<file path="src/rtl/sim_ctrl_pkg.sv">
// Shared types and constants for the simulation controller: FSM states, fail codes,
// byte-lane strobes and the default console/status addresses and magic values.
// Pure declarations; no logic, no latency, no flow control.
package sim_ctrl_pkg;

    typedef enum logic [1:0] {
        IDLE   = 2'd0,
        A_PEND = 2'd1,
        W_PEND = 2'd2
    } fsm_t;

    localparam logic [1:0] FC_NONE     = 2'd0;
    localparam logic [1:0] FC_FAIL_VAL = 2'd1;
    localparam logic [1:0] FC_WDOG     = 2'd2;
    localparam logic [1:0] FC_UNKNOWN  = 2'd3;

    // Console byte lanes: one 32-bit word per strobe nibble, char in its low byte
    localparam logic [15:0] STRB_LANE0 = 16'h000F;
    localparam logic [15:0] STRB_LANE1 = 16'h00F0;
    localparam logic [15:0] STRB_LANE2 = 16'h0F00;
    localparam logic [15:0] STRB_LANE3 = 16'hF000;

    // Status word lanes: low or high 64-bit half of the 128-bit beat
    localparam logic [15:0] STRB_STAT_LO = 16'h00FF;
    localparam logic [15:0] STRB_STAT_HI = 16'hFF00;

    localparam logic [31:0] DEF_CON_ADDR  = 32'h9000_0000;
    localparam logic [31:0] DEF_STAT_ADDR = 32'h9000_0010;
    localparam logic [63:0] DEF_PASS_VAL  = 64'h4_4433_3222;
    localparam logic [63:0] DEF_FAIL_VAL  = 64'h23_8234_8720;

    typedef struct packed {
        logic [31:0] addr;
        logic [3:0]  len;
    } aw_t;

    typedef struct packed {
        logic [127:0] data;
        logic [15:0]  strb;
        logic         last;
    } w_t;

    // Returns {hit, char}: hit only for an exact single-lane console strobe
    function automatic logic [8:0] con_lane(input logic [15:0] strb, input logic [127:0] data);
        logic [8:0] res;
        res = '0;
        case (strb)
            STRB_LANE0: res = {1'b1, data[7:0]};
            STRB_LANE1: res = {1'b1, data[39:32]};
            STRB_LANE2: res = {1'b1, data[71:64]};
            STRB_LANE3: res = {1'b1, data[103:96]};
            default:    res = '0;
        endcase
        return res;
    endfunction

endpackage

</file>
<file path="src/rtl/sim_ctrl_char_fifo.sv">
// Console character FIFO, DEPTH entries (power of 2), 8-bit data, pointer-with-wrap-bit full/empty.
// Latency: pushed char visible at head the cycle after the push (no bypass).
// Backpressure: push while full is dropped (drop pulses) unless a pop happens the same cycle.
module sim_ctrl_char_fifo #(
    parameter int DEPTH = 16
) (
    input  logic       clk,
    input  logic       rst_b,
    input  logic       push,
    input  logic [7:0] push_dat,
    input  logic       pop,
    output logic [7:0] head_dat,
    output logic       full,
    output logic       empty,
    output logic       drop
);

    localparam int AW = $clog2(DEPTH);

    logic [AW:0] wr_ptr;
    logic [AW:0] rd_ptr;
    logic [7:0]  mem [DEPTH];
    logic        do_push;
    logic        do_pop;

    assign empty    = (wr_ptr == rd_ptr);
    assign full     = (wr_ptr[AW] != rd_ptr[AW]) && (wr_ptr[AW-1:0] == rd_ptr[AW-1:0]);
    assign do_pop   = pop && !empty;
    // A pop in the same cycle frees the slot, so a push into a full FIFO still lands
    assign do_push  = push && (!full || do_pop);
    assign drop     = push && full && !do_pop;
    assign head_dat = empty ? 8'h00 : mem[rd_ptr[AW-1:0]];

    // Pointer update; reset flushes the FIFO
    always_ff @(posedge clk or negedge rst_b) begin
        if (!rst_b) begin
            wr_ptr <= '0;
            rd_ptr <= '0;
        end else begin
            if (do_push) wr_ptr <= wr_ptr + 1'b1;
            if (do_pop)  rd_ptr <= rd_ptr + 1'b1;
        end
    end

    // Storage write; contents are don't-care while the pointers say empty
    always_ff @(posedge clk) begin
        if (do_push) mem[wr_ptr[AW-1:0]] <= push_dat;
    end

endmodule

</file>
<file path="src/rtl/sim_ctrl_monitor.sv">
// Snoops AXI AW/W, decodes single-beat console/status writes, buffers chars, flags pass/fail, optional retire watchdog.
// Latency: decode registered one cycle after the completing handshake; char/status effect one cycle later.
// Backpressure: never stalls the bus; console drains via con_valid/con_ready, overflow drops and sets con_ovf.
// Optional watchdog enabled by defining SIM_CTRL_WATCHDOG_EN.
module sim_ctrl_monitor
    import sim_ctrl_pkg::*;
#(
    parameter logic [31:0] CON_ADDR    = DEF_CON_ADDR,
    parameter logic [31:0] STAT_ADDR   = DEF_STAT_ADDR,
    parameter logic [63:0] PASS_VAL    = DEF_PASS_VAL,
    parameter logic [63:0] FAIL_VAL    = DEF_FAIL_VAL,
    parameter int          FIFO_DEPTH  = 16,
    parameter int          WDOG_WINDOW = 50000
) (
    input  logic         clk,
    input  logic         rst_b,
    input  logic         biu_pad_awvalid,
    input  logic         biu_pad_awready,
    input  logic [39:0]  biu_pad_awaddr,
    input  logic [3:0]   biu_pad_awlen,
    input  logic         biu_pad_wvalid,
    input  logic         biu_pad_wready,
    input  logic [127:0] biu_pad_wdata,
    input  logic [15:0]  biu_pad_wstrb,
    input  logic         biu_pad_wlast,
    input  logic         core0_pad_retire,
    output logic         con_valid,
    input  logic         con_ready,
    output logic [7:0]   con_char,
    output logic         con_ovf,
    output logic         sim_done,
    output logic         sim_pass,
    output logic         sim_fail,
    output logic [1:0]   fail_code
);

    logic aw_hs;
    logic w_hs;
    aw_t  aw_cur;
    w_t   w_cur;

    assign aw_hs  = biu_pad_awvalid & biu_pad_awready;
    assign w_hs   = biu_pad_wvalid & biu_pad_wready;
    assign aw_cur = '{addr: biu_pad_awaddr[31:0], len: biu_pad_awlen};
    assign w_cur  = '{data: biu_pad_wdata, strb: biu_pad_wstrb, last: biu_pad_wlast};

    fsm_t         state;
    aw_t          aw_q;
    w_t           w_q;
    logic         dec_vld;
    logic [31:0]  dec_addr;
    logic [127:0] dec_data;
    logic [15:0]  dec_strb;

    // Pair AW with W in either order; a completed single-beat write is registered for decode
    always_ff @(posedge clk or negedge rst_b) begin
        if (!rst_b) begin
            state    <= IDLE;
            aw_q     <= '0;
            w_q      <= '0;
            dec_vld  <= 1'b0;
            dec_addr <= '0;
            dec_data <= '0;
            dec_strb <= '0;
        end else begin
            dec_vld <= 1'b0;
            case (state)
                IDLE: begin
                    if (aw_hs && w_hs) begin
                        if (biu_pad_awlen == 4'd0) begin
                            dec_vld  <= 1'b1;
                            dec_addr <= aw_cur.addr;
                            dec_data <= w_cur.data;
                            dec_strb <= w_cur.strb;
                        end else if (!biu_pad_wlast) begin
                            // Burst started together with its first beat: swallow the rest
                            aw_q  <= aw_cur;
                            state <= A_PEND;
                        end
                    end else if (aw_hs) begin
                        aw_q  <= aw_cur;
                        state <= A_PEND;
                    end else if (w_hs) begin
                        w_q   <= w_cur;
                        state <= W_PEND;
                    end
                end
                A_PEND: begin
                    if (w_hs) begin
                        if (aw_q.len == 4'd0) begin
                            dec_vld  <= 1'b1;
                            dec_addr <= aw_q.addr;
                            dec_data <= w_cur.data;
                            dec_strb <= w_cur.strb;
                            state    <= IDLE;
                        end else if (biu_pad_wlast) begin
                            state <= IDLE;
                        end
                    end
                end
                W_PEND: begin
                    if (aw_hs) begin
                        if (biu_pad_awlen == 4'd0) begin
                            dec_vld  <= 1'b1;
                            dec_addr <= aw_cur.addr;
                            dec_data <= w_q.data;
                            dec_strb <= w_q.strb;
                            state    <= IDLE;
                        end else if (w_q.last || (w_hs && biu_pad_wlast)) begin
                            state <= IDLE;
                        end else begin
                            // Burst whose data led the address: skip beats up to wlast
                            aw_q  <= aw_cur;
                            state <= A_PEND;
                        end
                    end
                end
                default: state <= IDLE;
            endcase
        end
    end

    logic [8:0]  lane;
    logic        con_push;
    logic        stat_hit;
    logic [63:0] stat_val;

    assign lane     = con_lane(dec_strb, dec_data);
    assign con_push = dec_vld && (dec_addr == CON_ADDR) && lane[8];
    assign stat_hit = dec_vld && (dec_addr == STAT_ADDR) &&
                      ((dec_strb == STRB_STAT_LO) || (dec_strb == STRB_STAT_HI));
    assign stat_val = (dec_strb == STRB_STAT_HI) ? dec_data[127:64] : dec_data[63:0];

    logic fifo_full;
    logic fifo_empty;
    logic fifo_drop;

    sim_ctrl_char_fifo #(
        .DEPTH (FIFO_DEPTH)
    ) u_char_fifo (
        .clk      (clk),
        .rst_b    (rst_b),
        .push     (con_push),
        .push_dat (lane[7:0]),
        .pop      (con_ready),
        .head_dat (con_char),
        .full     (fifo_full),
        .empty    (fifo_empty),
        .drop     (fifo_drop)
    );

    assign con_valid = !fifo_empty;

    logic wdog_expire;

`ifdef SIM_CTRL_WATCHDOG_EN
    localparam int WCW = $clog2(WDOG_WINDOW + 1);

    logic [WCW-1:0] wdog_cnt;
    logic [WCW-1:0] retire_cnt;
    logic           wdog_end;

    assign wdog_end    = (wdog_cnt == WCW'(WDOG_WINDOW));
    assign wdog_expire = wdog_end && (retire_cnt == '0);

    // Window counter 1..WDOG_WINDOW; a retire in the window's last cycle is not counted
    always_ff @(posedge clk or negedge rst_b) begin
        if (!rst_b) begin
            wdog_cnt   <= WCW'(1);
            retire_cnt <= '0;
        end else if (wdog_end) begin
            wdog_cnt   <= WCW'(1);
            retire_cnt <= '0;
        end else begin
            wdog_cnt <= wdog_cnt + 1'b1;
            if (core0_pad_retire && (retire_cnt != '1)) retire_cnt <= retire_cnt + 1'b1;
        end
    end
`else
    assign wdog_expire = 1'b0;

    logic unused_retire;
    assign unused_retire = &{1'b0, core0_pad_retire};
`endif

    logic unused_addr_hi;
    assign unused_addr_hi = &{1'b0, biu_pad_awaddr[39:32], fifo_full};

    // Sticky verdict: first decision wins, status decode beats a same-cycle watchdog expiry
    always_ff @(posedge clk or negedge rst_b) begin
        if (!rst_b) begin
            sim_done  <= 1'b0;
            sim_pass  <= 1'b0;
            sim_fail  <= 1'b0;
            fail_code <= FC_NONE;
        end else if (!sim_done) begin
            if (stat_hit) begin
                sim_done <= 1'b1;
                if (stat_val == PASS_VAL) begin
                    sim_pass <= 1'b1;
                end else if (stat_val == FAIL_VAL) begin
                    sim_fail  <= 1'b1;
                    fail_code <= FC_FAIL_VAL;
                end else begin
                    sim_fail  <= 1'b1;
                    fail_code <= FC_UNKNOWN;
                end
            end else if (wdog_expire) begin
                sim_done  <= 1'b1;
                sim_fail  <= 1'b1;
                fail_code <= FC_WDOG;
            end
        end
    end

    // Sticky overflow flag for chars dropped at a full FIFO
    always_ff @(posedge clk or negedge rst_b) begin
        if (!rst_b) begin
            con_ovf <= 1'b0;
        end else if (fifo_drop) begin
            con_ovf <= 1'b1;
        end
    end

endmodule
</file>
<file path="config.mk">
export PLATFORM = sky130hd
export DESIGN_NAME = sim_ctrl_monitor
export DESIGN_NICKNAME = d
export VERILOG_FILES = /design/src/rtl/sim_ctrl_pkg.sv /design/src/rtl/sim_ctrl_char_fifo.sv /design/src/rtl/sim_ctrl_monitor.sv
export SDC_FILE = /design/constraint.sdc
export NUM_CORES = 1
export LEC_CHECK = 0
export BUFFER_PORTS_ARGS = -buffer_cell sky130_fd_sc_hd__clkbuf_2
export CAP_MARGIN = 40
export CORE_MARGIN = 2
export CORE_UTILIZATION = 23
export CTS_CLUSTER_SIZE = 28
export DETAILED_ROUTE_END_ITERATION = 8
export HOLD_SLACK_MARGIN = 0.15
export MAX_ROUTING_LAYER = met4
export SLEW_MARGIN = 20
export SYNTH_ARGS = -nofsm -noshare
export SYNTH_HDL_FRONTEND = slang
export SYNTH_HIERARCHICAL = 1
export SYNTH_SLANG_ARGS = --single-unit
</file>
<file path="constraint.sdc">
create_clock -name clk -period 10.9 [get_ports clk]
set_clock_uncertainty 0.15 [all_clocks]
set_input_delay 2.725 -clock clk [delete_from_list [all_inputs] [get_ports clk]]
set_output_delay 2.725 -clock clk [all_outputs]
set_load 0.05 [all_outputs]
</file>
* Yosys cells after proc, flatten, opt, wreduce, memory -nomap -nowiden
Memory sizes are Yosys's and may differ from the RTL's.
Cells that the tools add are included.
** Word-level totals
- Flip-flop bits (word level) :: 376
- Memory bits (writable) :: 128
- Input bits :: 197
- Output and inout port bits :: 15
- Logic and storage cells :: 137
- Memories :: 1
** Cells by class
- $add $sub $neg :: 2
- Equal/unequal tests :: 28
- Mux-type cells :: 54
- Bitwise gates (word level) :: 6
- Reduce and logical (&&, ||, !) cells :: 29
** Memories
- u_char_fifo.mem :: words 16, width 8, rd ports 1, clocked after memory_dff 0, wr ports 1, line sim_ctrl_char_fifo.sv:22 : logic [7:0] mem [DEPTH];
** Operators by type and width (count)
- 128-bit 2-to-1 mux :: 6
- 128-bit one-hot mux with 3 select lines :: 1
- 36-bit 2-to-1 mux :: 7
- 32-bit 2-to-1 mux :: 5
- 16-bit 2-to-1 mux :: 6
- 32-bit one-hot mux with 3 select lines :: 1
- 36-bit one-hot mux with 2 select lines :: 1
- 32-bit equality test (second input constant) :: 2
- 64-bit by 35-bit equality test with 1-bit output (second input constant) :: 1
- 64-bit by 38-bit equality test with 1-bit output (second input constant) :: 1
- 64-bit 2-to-1 mux :: 1
- 16-bit one-hot mux with 3 select lines :: 1
- 9-bit one-hot mux with 4 select lines :: 1
- 16-bit equality test (second input constant) :: 2
- 16-bit by 8-bit equality test with 1-bit output (second input constant) :: 2
- 2-bit 2-to-1 mux :: 10
- 16-bit by 12-bit equality test with 1-bit output (second input constant) :: 1
- 16-bit by 4-bit equality test with 1-bit output (second input constant) :: 1
- 2-bit != test (second input constant) :: 8
- 7-bit AND reduction :: 2
- 3-bit != test (second input constant) :: 4
- 1-bit logical AND :: 11
- 1-bit 2-to-1 mux :: 11
- 5-bit by 1-bit adder with 5-bit output (second input constant) :: 2
- 21 further kinds :: 31

* Longest topological paths before layout
- Depth in word-level cells :: 7
- Gate-level depth with buffers :: 9
- Mapped depth without buffers :: 8

* Cells and area by module
The synthesis kept the hierarchy.
** By module, submodules not included
- sim_ctrl_monitor :: times used 1, cells an instance 1294, area each 15708.8 um2, seq. area each 9133.8 um2
- sim_ctrl_char_fifo :: times used 1, cells an instance 272, area each 5671.7 um2, seq. area each 4093.9 um2

* Least setup slack after synthesis
Ideal clock, no wire load.
- Kind :: input-to-reg
- From :: input port biu_pad_awlen[1]
- To :: register aw_q[0] (netlist bit)
- Setup time :: 0.125 ns
- Arrival time :: 4.525 ns
- Data required time :: 10.625 ns
- Slack :: 6.101 ns
- Stages :: 5
- Path buffers :: 1
- Path through :: nor4_1 -> nor2_1 -> o211ai_1 -> clkbuf_1 -> mux2_2
** Between the ends
- Word-level cells in the longest chain between the ends :: 3
- Elaborated cells on any way between the ends :: 4
** Ends and longest elaborated chain
- start, declared :: line sim_ctrl_monitor.sv:20 : input logic [3:0] biu_pad_awlen,
- 4-bit zero test * :: line sim_ctrl_monitor.sv:70, sim_ctrl_monitor.sv:103
- 3-bit != test (no line) or 2-bit != test (tied branches)
- 7-bit AND reduction (no line) *
- end signal, assigned :: line sim_ctrl_monitor.sv:77 : aw_q <= aw_cur;
- end signal, assigned :: line sim_ctrl_monitor.sv:81 : aw_q <= aw_cur;
- end signal, assigned :: line sim_ctrl_monitor.sv:113 : aw_q <= aw_cur;
- end, declared :: line sim_ctrl_monitor.sv:48 : aw_t aw_q;
Mark *: on every way between the ends. The rest lies on a longest branch, timed or not.
A chain may end at the register's enable or synchronous reset.

* Worst setup path in the final report
- From :: register u_char_fifo.rd_ptr[0]
- To :: output port con_char[7]
** Between the ends
- Word-level cells in the longest chain between the ends :: 2
- Elaborated cells on any way between the ends :: 3
** Ends and longest elaborated chain
- start, declared :: line sim_ctrl_char_fifo.sv:21 : logic [AW:0] rd_ptr;
- start signal, assigned :: line sim_ctrl_char_fifo.sv:41 : if (do_pop) rd_ptr <= rd_ptr + 1'b1;
- memory read 16 x 8 bit or 5-bit equality test (tied branches)
- 8-bit 2-to-1 mux * :: line sim_ctrl_char_fifo.sv:32 : assign head_dat = empty ? 8'h00 : mem[rd_ptr[AW-1:0]];
- end, declared :: line sim_ctrl_monitor.sv:29 : output logic [7:0] con_char,
Marked as above.

==> summary.txt <==
outcome = finished clean
critical path peak fanout = 36
Critical Path Max Stage Delay = 670 ps
slowest CP cell = mux4_1
Die H = 309 um
Final Wtd Congestion = 0.758
initial DRC count = 697
Final period util = 53.7%
Top-Level Pins = 212
DR vias = 13.3k
post-route ant nets = 0
CTS tree = done
Final Power = 6.55 mW
Ys Warns = 6
worst r2r src = dec_strb[8]
Max Slew Vio Count = 0
critical path capture point type = primary output
WL/cell = 17.6 um
Clock Path Buffers = 3
share of cells above drive strength 1 = 30.3%
die area = 95400 um^2
Core ar. = 91900 um^2
post-cts sizing count = 0
Slew Limit Headroom = 43.0%
Cell Rows = 111
Remaining DRCs = 0
clk slew on worst S/H paths = 60 ps
static leakage = 10.7 nW
FMAX = 0.171 GHz
Clk pwr share = 30.3%
WL met3 = 3570 um
Hold Fails Final Rpt = 0
Vias/cell = 4.33
nets = 1970
Post-Place Cell Area = 24000 um^2
Tmin final = 5860 ps
clock sink count = 503
worst r2r dst = u_char_fifo/mem[12][7]
combinational fraction of design power = 23.4%
hold_ws = 327 ps
Initial Util = 23.3%
Switching Power = 1.98 mW
Worst Setup SP = u_char_fifo/rd_ptr[0]
Congestion Overflow GR = 0
first-pass GRT wire length = 83600 um
Pint = 4.57 mW
crit path DAT = 2980 ps
FF+latch area = 13200 um^2
RSZ-0062 raised after global routing = no
multi-input combinational cell area = 7750 um^2
Layout area overhead = 21.4%
reg2reg path depth = 8
Mean Syn Cell Area = 13.7 um^2
vias in the first global route = 13.9k
M1 WL = 24500 um
worst-margin pin slew = 852 ps
switch share = 30.3%
Post-Synthesis Net Count = 1767
IR Drop Worst-Case VDD = 0.108 mV
Setup crit end = con_char[7]
H-tree depth = 2
Detail Route met2 WL = 24800 um
I/O Buffers = 202
post-route cell area = 26000 um^2
CTS buffer count = 58
CTS root buf = clkbuf_16
Post-CTS Setup Inserts = 0
cts hold-fix bufs = 0
clk_lat worst skew = 650 ps
Cell Pwr Density = 252 nW/um^2
Die W = 309 um
Critical Path RT = 8030 ps
Syn Inst Count = 1565
max cap viols = 0
Routed WL = 54000 um
fill cell count = 9430
Top Metal Used = met4
drt pass-1 iters = 4
HPWL Detailed = 37700 um
Seq pwr share = 46.3%
Post-Syn Area = 21400 um^2
pin count of the biggest net entering global routing = 109
CP cell instances = buf_4 > mux4_1 > a22oi_1 > a21oi_1 > clkbuf_2
Fin Setup TNS = 0 ps
GRT Overall Usage = 11.8%
Worst Path Class, Setup = flop to primary output
R2R setup slack = 7270 ps
initial antenna violation count = 15
Hold Crit Class = flop to flop
crit start category = flop
# setup viols final = 0
[layout by cell type (no fill, tap or decap), types with 3 or more instances in the layout]
master	n
dfrtp_1	374
clkbuf_2	201
nor2_1	191
a21oi_1	184
mux2_2	182
mux2i_1	176
edfxtp_1	128
clkbuf_16	58
nor4_1	30
buf_4	23
mux4_2	22
a22oi_1	18
nand4_1	16
diode_2	14
nand2_1	12
and3_1	12
nor3_1	11
clkbuf_1	11
mux4_1	10
a22o_1	8
a221o_1	8
clkinv_1	8
or4_1	7
nor4b_1	7
clkbuf_8	7
bufinv_16	6
clkinv_2	6
nand3_1	5
xor2_1	5
nor2b_1	5
ha_1	5
inv_1	4
buf_16	4
xnor2_1	4
nand2b_1	3
nor3b_1	3
clkinvlp_4	3
buf_2	3
buf_12	3
xnor2_2	3
[worst min-delay path by stage]
stage,startpoint,endpoint,cells after the start
after floorplan,w_q[0],w_q[0],1
after global placement,con_ovf,con_ovf,1
after detailed placement,con_ovf,con_ovf,1
after CTS,con_ovf,con_ovf,1
after global routing,aw_q[12],aw_q[12],1
final,con_ovf,con_ovf,1
[critical path: cells and delay by family, from the launching register on]
kind | cells | cell delay [ps]
flip-flops | 1 | 340
buffers and inverters | 2 | 810
multiplexers | 1 | 670
AO/OA/AOI/OAI | 2 | 500
[state kept, by name, indices dropped and copies added (netlist names)]
register / count
w_q: 145
dec_addr: 32
con_ovf: 1
dec_data: 128
fail_code: 2
state: 2
sim_pass: 1
sim_done: 1
u_char_fifo/wr_ptr: 5
u_char_fifo/rd_ptr: 5
aw_q: 36
u_char_fifo/mem: 128
dec_strb: 16
dec_vld: 1
[metrics by stage]
stage	worst slack [ps]	util (%)	cells
3_5_place_dp	5020	26.1	2948
4_1_cts	4940	28.2	3053
2_1_floorplan	6100	-	1565
3_3_place_gp	5010	25.8	2931
6_report	5040	28.2	3070
5_1_grt	4860	28.2	3070
[layout make-up]
| type | count | share of cell area (%) |
|---|---|---|
| Antenna cell | 14 | 0.135 |
| Clock buffer | 76 | 6.12 |
| Clock inverter | 29 | 1.35 |
| Inverter | 4 | 0.0578 |
| Multi-Input combinational cell | 961 | 29.9 |
| Sequential cell | 503 | 51.0 |
| Tap cell | 1243 | 5.99 |
| Timing Repair Buffer | 240 | 5.50 |
[power groups by stage]
stage	Sequential (mW)	Combinational [mW]	Clock, mW
after floorplan	2.91	1.21	0
after global placement	3.03	1.48	0
after detailed placement	3.07	1.56	0
after CTS	3.04	1.57	2.06
after global routing	3.13	1.70	2.14
final	3.03	1.53	1.98
[per-layer routing]
| layer | vias to the layer above | track usage [%] |
|---|---|---|
| met5 | - | - |
| met4 | 0 | 2.88 |
| met3 | 82 | 3.75 |
| met2 | 261 | 18.0 |
| met1 | 6716 | 15.1 |
| li1 | 6221 | - |
(Power assumes the default switching activity.)
